## config.mk

```make
export PLATFORM = sky130hd
export DESIGN_NAME = soc_misc_wb
export DESIGN_NICKNAME = d
export VERILOG_FILES = /design/src/rtl/soc_misc_wb.sv
export SDC_FILE = /design/constraint.sdc
export NUM_CORES = 1
export LEC_CHECK = 0
export ABC_CLOCK_PERIOD_IN_PS = 2550
export CELL_PAD_IN_SITES_DETAIL_PLACEMENT = 1
export CELL_PAD_IN_SITES_GLOBAL_PLACEMENT = 2
export CORE_ASPECT_RATIO = 1.1
export CORE_UTILIZATION = 34
export DETAILED_ROUTE_END_ITERATION = 10
export DONT_BUFFER_PORTS = 1
export GPL_TIMING_DRIVEN = 0
export HOLD_SLACK_MARGIN = 0.1
export PLACE_DENSITY = 0.68
export SLEW_MARGIN = 20
export SYNTH_ARGS = -nofsm -noshare
export SYNTH_HDL_FRONTEND = slang
export SYNTH_SLANG_ARGS = --single-unit
```

## constraint.sdc

```tcl
create_clock -name clk -period 2.55 [get_ports clk]
set_input_delay 0.3825 -clock clk [delete_from_list [all_inputs] [get_ports clk]]
set_output_delay 0.3825 -clock clk [all_outputs]
set_load 0.01 [all_outputs]
```

## src/rtl/soc_misc_wb.sv

```systemverilog
// Miscellaneous control slave: boot request, LED blinker settings,
// prescaled tick timer and a watchdog that forces a warm-boot on expiry.
module soc_misc_wb #(
    parameter int         TICK_DIV = 24,
    parameter logic [1:0] WDT_SEL  = 2'b00
) (
    input  logic        clk,
    input  logic        rst_n,
    input  logic [2:0]  wb_addr,
    input  logic [31:0] wb_wdata,
    output logic [31:0] wb_rdata,
    input  logic        wb_we,
    input  logic        wb_cyc,
    output logic        wb_ack,
    output logic        boot_now,
    output logic [1:0]  boot_sel,
    output logic        led_ena,
    output logic [10:0] led_off,
    output logic [10:0] led_on,
    output logic        tick
);

    logic [11:0] presc;
    logic [31:0] timer;
    logic        wdt_armed;
    logic        wdt_fired;
    logic [23:0] wdt_rem;

    logic        acc_p0;
    logic        wr_p0;
    logic        wr_boot;
    logic        wr_led;
    logic        wr_tmr;
    logic        wr_wdt;
    logic        wdt_fire;
    logic [31:0] rd_mux;
    logic        unused_bits;

    assign acc_p0  = wb_cyc & ~wb_ack;
    assign wr_p0   = acc_p0 & wb_we;
    assign wr_boot = wr_p0 && (wb_addr == 3'd0) && !boot_now;
    assign wr_led  = wr_p0 && (wb_addr == 3'd1);
    assign wr_tmr  = wr_p0 && (wb_addr == 3'd2);
    assign wr_wdt  = wr_p0 && (wb_addr == 3'd3);

    assign tick     = (presc == 12'(TICK_DIV - 1));
    // A same-cycle WDT write suppresses both the decrement and the fire.
    assign wdt_fire = tick && wdt_armed && (wdt_rem == 24'd0) && !wr_wdt;

    assign unused_bits = ^{wb_wdata[30:27], wb_wdata[15:11]};

    always_comb begin
        rd_mux = 32'd0;
        case (wb_addr)
            3'd0:    rd_mux = {29'd0, boot_now, boot_sel};
            3'd1:    rd_mux = {led_ena, 4'd0, led_off, 5'd0, led_on};
            3'd2:    rd_mux = timer;
            3'd3:    rd_mux = {wdt_armed, wdt_fired, 6'd0, wdt_rem};
            default: rd_mux = 32'd0;
        endcase
    end

    // Access stage: ack and read data register together; data is zero outside ack.
    always_ff @(posedge clk or negedge rst_n) begin
        if (!rst_n) begin
            wb_ack   <= 1'b0;
            wb_rdata <= 32'd0;
        end else begin
            wb_ack   <= wb_cyc & ~wb_ack;
            wb_rdata <= acc_p0 ? rd_mux : 32'd0;
        end
    end

    always_ff @(posedge clk or negedge rst_n) begin
        if (!rst_n) begin
            presc <= 12'd0;
            timer <= 32'd0;
        end else if (wr_tmr) begin
            presc <= 12'd0;
            timer <= 32'd0;
        end else if (tick) begin
            presc <= 12'd0;
            timer <= timer + 32'd1;
        end else begin
            presc <= presc + 12'd1;
        end
    end

    always_ff @(posedge clk or negedge rst_n) begin
        if (!rst_n) begin
            wdt_armed <= 1'b0;
            wdt_fired <= 1'b0;
            wdt_rem   <= 24'd0;
        end else if (wr_wdt) begin
            wdt_armed <= wb_wdata[31];
            wdt_fired <= 1'b0;
            wdt_rem   <= wb_wdata[23:0];
        end else if (tick && wdt_armed) begin
            if (wdt_rem != 24'd0) begin
                wdt_rem <= wdt_rem - 24'd1;
            end else begin
                wdt_armed <= 1'b0;
                wdt_fired <= 1'b1;
            end
        end
    end

    // Software boot request beats the watchdog; a clearing write does not.
    always_ff @(posedge clk or negedge rst_n) begin
        if (!rst_n) begin
            boot_now <= 1'b0;
            boot_sel <= 2'b00;
        end else if (wr_boot && wb_wdata[2]) begin
            boot_now <= 1'b1;
            boot_sel <= wb_wdata[1:0];
        end else if (wdt_fire) begin
            boot_now <= 1'b1;
            boot_sel <= WDT_SEL;
        end else if (wr_boot) begin
            boot_now <= 1'b0;
            boot_sel <= wb_wdata[1:0];
        end
    end

    always_ff @(posedge clk or negedge rst_n) begin
        if (!rst_n) begin
            led_ena <= 1'b0;
            led_off <= 11'd0;
            led_on  <= 11'd0;
        end else if (wr_led) begin
            led_ena <= wb_wdata[31];
            led_off <= wb_wdata[26:16];
            led_on  <= wb_wdata[10:0];
        end
    end

endmodule

```

==> reports/results.tsv <==
metric	value	unit
htree_levels	4	
track_usage	20.9	%
num_rows	51	
r2r_cells	6	
syn_area_per_cell	10.6	µm²
status	finished with violations	
wl	17.8	mm
hold_viol_final	129	
root_buffer	clkbuf_16	
slew_viol_final	0	
routed_via_density	5.25	
grt_max_degree	130	
die_y	143	µm
worstHoldPathType	in -> async	
numCtsBuffers	17	
area_growth	18.4	%
drt-met1-wl	7.85	mm
dieArea	0.0187	mm²
synth_fp_nets	628	
core	0.0177	mm²
async_flop_share	100	%
cp-endpoint	wdt_rem[16]	
synth_edf_count	0	
ant_nets	0	
p_seq_share	47.3	%
clock_latency	0.42	ns
top_layer	met4	
wl_per_cell	20.2	µm
holdWs	-0.334	ns
dpl.hpwl	12.7	mm
gp_congestion	0.784	
worstPathRequired	2.84	ns
p_sw_share	31.8	%
path_max_fanout	10	
fin_crit	2.37	ns
cap_violations	0	
arrival	2.66	ns
dr.pass1.iters	4	
ios	99	
io_buffers	0	
p_leak	3.02	nW
drive_above_1_share	15.4	%
combinationalPowerShare	15.9	%
tns	0	ns
antenna_cells	0	
cp_slowest_cell	nor3_2	
slowest_delay	0.64	ns
ys_warn_count	0	
crit_start	wdt_rem[15]	
met3WireLength	546	µm
wl_met2	9.16	mm
post-route-period-util	92.9	%
drt_iter0_markers	139	
setup_viol	0	
cts-hold-fix-buffers	24	
die_w	131	µm
failed_checks	negative hold slack	
ys_seq_area_share	52.2	%
routed-via-count	4631	
grt_pass1_wl	28.8	mm
worstReg2RegEnd	wdt_rem[16]	
worst-path-buf-inv	0	
cts_sinks	129	
fmax	422	MHz
r2r_slack	0.18	ns
cp.depth	6	
clock_power_share	36.8	%
ys_ff_latch	129	
p_per_area	885	mW/mm²
crit_chain	or4_4 > nand2b_4 > nor3_2 > nor3_1 > xnor2_1 > o21ai_0	
cts_tree	done	
first_global_vias	5166	
reg2reg_from	wdt_rem[15]	
yosysUniqueCellTypes	52	
worst_pin_slew	0.757	ns
stdcell_count	882	
critPathTopFamily	simple AND/OR/NAND/NOR gates	
syn-instance-count	585	
startpoint_type	flip-flop	
grt_overflow	0	
nets	674	
clk_pin_slew	0.06	ns
worst-setup-path-type	reg -> reg	
skew	0.00825	ns
clockBufferDepth	2	
maxSlewHeadroom	49.2	%
netlist_area	0.00618	mm²
dp.cells	823	
p_int	0.00442	W
ir_worst_vdd	0.000482	V
rsz0062_at_grt	no	
antenna_found_initial	1	
drc_errors	0	
p_switching	0.00206	W
start_util	34.9	%
cp-end-kind	flip-flop	
ys.flop_type	dfrtp_1	
-- cell usage after synthesis (all sizes together) (2+ instances only) --
library cell | instances | area (µm²)
a21oi | 17 | 85.1
a221oi | 3 | 26.3
a22o | 2 | 17.5
a22oi | 26 | 195
and3 | 16 | 100
and4 | 6 | 52.6
buf | 6 | 38.8
clkbuf | 23 | 86.3
dfrtp | 129 | 3230
ha | 4 | 50.1
inv | 4 | 15.0
mux2 | 40 | 450
mux2i | 3 | 30.0
nand2 | 44 | 165
nand2b | 2 | 20.0
nand3 | 24 | 120
nand3b | 2 | 15.0
nand4 | 12 | 75.1
nand4b | 2 | 17.5
nor2 | 83 | 314
nor2b | 5 | 31.3
nor3 | 17 | 106
nor4 | 8 | 96.3
nor4b | 3 | 38.8
o21ai | 24 | 120
o31ai | 2 | 15.0
or3 | 10 | 67.6
or4 | 4 | 37.5
xnor2 | 22 | 193
xor2 | 33 | 289
-- stage by stage --
| stage | util (%) | power (W) | hold WS (ns) | instance area [µm²] | setup WS, ns |
|---|---|---|---|---|---|
| 6_report | 41.3 | 0.00648 | -0.334 | 7320 | 0.181 |
| 5_1_grt | 41.3 | 0.00682 | -0.367 | 7320 | 0.00283 |
| 4_1_cts | 41.2 | 0.00653 | -0.356 | 7310 | 0.0844 |
| 3_5_place_dp | 36.5 | 0.00409 | 0.0958 | 6480 | -0.135 |
| 3_3_place_gp | 36.5 | 0.00403 | 0.0954 | 6480 | -0.119 |
| 2_1_floorplan | - | 0.00370 | 0.0869 | 6180 | 0.490 |
-- power by group through the flow --
| stage | Sequential (W) | Combinational [W] | Clock, W |
|---|---|---|---|
| final | 0.00306 | 0.00103 | 0.00238 |
| after global routing | 0.00314 | 0.00117 | 0.00251 |
| after CTS | 0.00306 | 0.00104 | 0.00242 |
| after detailed placement | 0.00309 | 0.000996 | 0 |
| after global placement | 0.00307 | 0.000957 | 0 |
| after floorplan | 0.00292 | 0.000785 | 0 |
-- sequential cells by signal, indices dropped and copies added (netlist names), 2 cells and up --
| name | cells |
|---|---|
| presc | 12 |
| wb_rdata | 32 |
| boot_sel | 2 |
| led_off | 11 |
| wdt_rem | 24 |
| led_on | 11 |
| timer | 32 |
-- layout make-up --
class	instances	area, µm²
well taps	238	298
flip-flops and latches	129	3230
clock inverters	15	144
plain buffers	29	129
repair buffers	27	263
clock buffers	17	425
inverters	4	17.5
multi-input cells	423	2820
fillers	2008	10400
-- timing repair --
item                                    in CTS  in global routing
hold endpoints to repair                   168                129
pin swaps                                    1                  0
gates resized for setup                      0                  7
endpoints found under the setup margin      20                 34
buffers inserted                             3                  0
-- worst register-to-register path, stage by stage (launching register included) --
cell      delay, ns
dfrtp_1        0.46
or4_4          0.54
nand2b_4       0.19
nor3_2         0.64
nor3_1         0.13
xnor2_1        0.18
o21ai_0        0.09
-- placed cells by master (no fill, tap or decap), types with 6 or more instances in the layout --
| cell type | netlist | layout |
|---|---|---|
| clkbuf_1 | 23 | 20 |
| nor2_1 | 82 | 82 |
| clkinv_2 | 0 | 6 |
| dlygate4sd3_1 | 0 | 24 |
| nand4_1 | 12 | 12 |
| clkbuf_16 | 0 | 17 |
| clkinvlp_4 | 0 | 6 |
| dfrtp_1 | 129 | 129 |
| nand2_1 | 44 | 44 |
| and4_1 | 6 | 6 |
| xor2_1 | 33 | 33 |
| mux2_2 | 40 | 40 |
| a21oi_1 | 17 | 17 |
| a22oi_1 | 26 | 26 |
| xnor2_1 | 22 | 22 |
| o21ai_0 | 20 | 20 |
| nand3_1 | 24 | 24 |
| and3_1 | 16 | 16 |
| or3_1 | 9 | 9 |
| nor3_1 | 14 | 14 |
-- worst min-delay path by stage --
stage / end / slack (ns) / cells after the start
after floorplan: boot_now / 0.09 / 0
after global routing: presc[5] / -0.37 / 0
after global placement: presc[3] / 0.1 / 0
after CTS: wb_rdata[10] / -0.36 / 0
final: presc[3] / -0.33 / 0
after detailed placement: timer[3] / 0.1 / 0
-- cells by family after synthesis --
logic type	Yosys count	synth area share [%]
AND/OR/NAND/NOR	243	21.0
flip-flops	129	52.2
AO/OA/AOI/OAI	78	8.13
XOR/XNOR	55	7.79
multiplexers	43	7.77
buffers and inverters	33	2.27
adder cells (fa/ha/maj)	4	0.809
-- routing by layer --
metal	track usage [%]	vias up
li1	-	2154
met1	26.3	2377
met2	35.4	80
met3	4.54	20
met4	6.78	0
met5	0	-
Note: power is estimated with default switching activity, not from simulation.
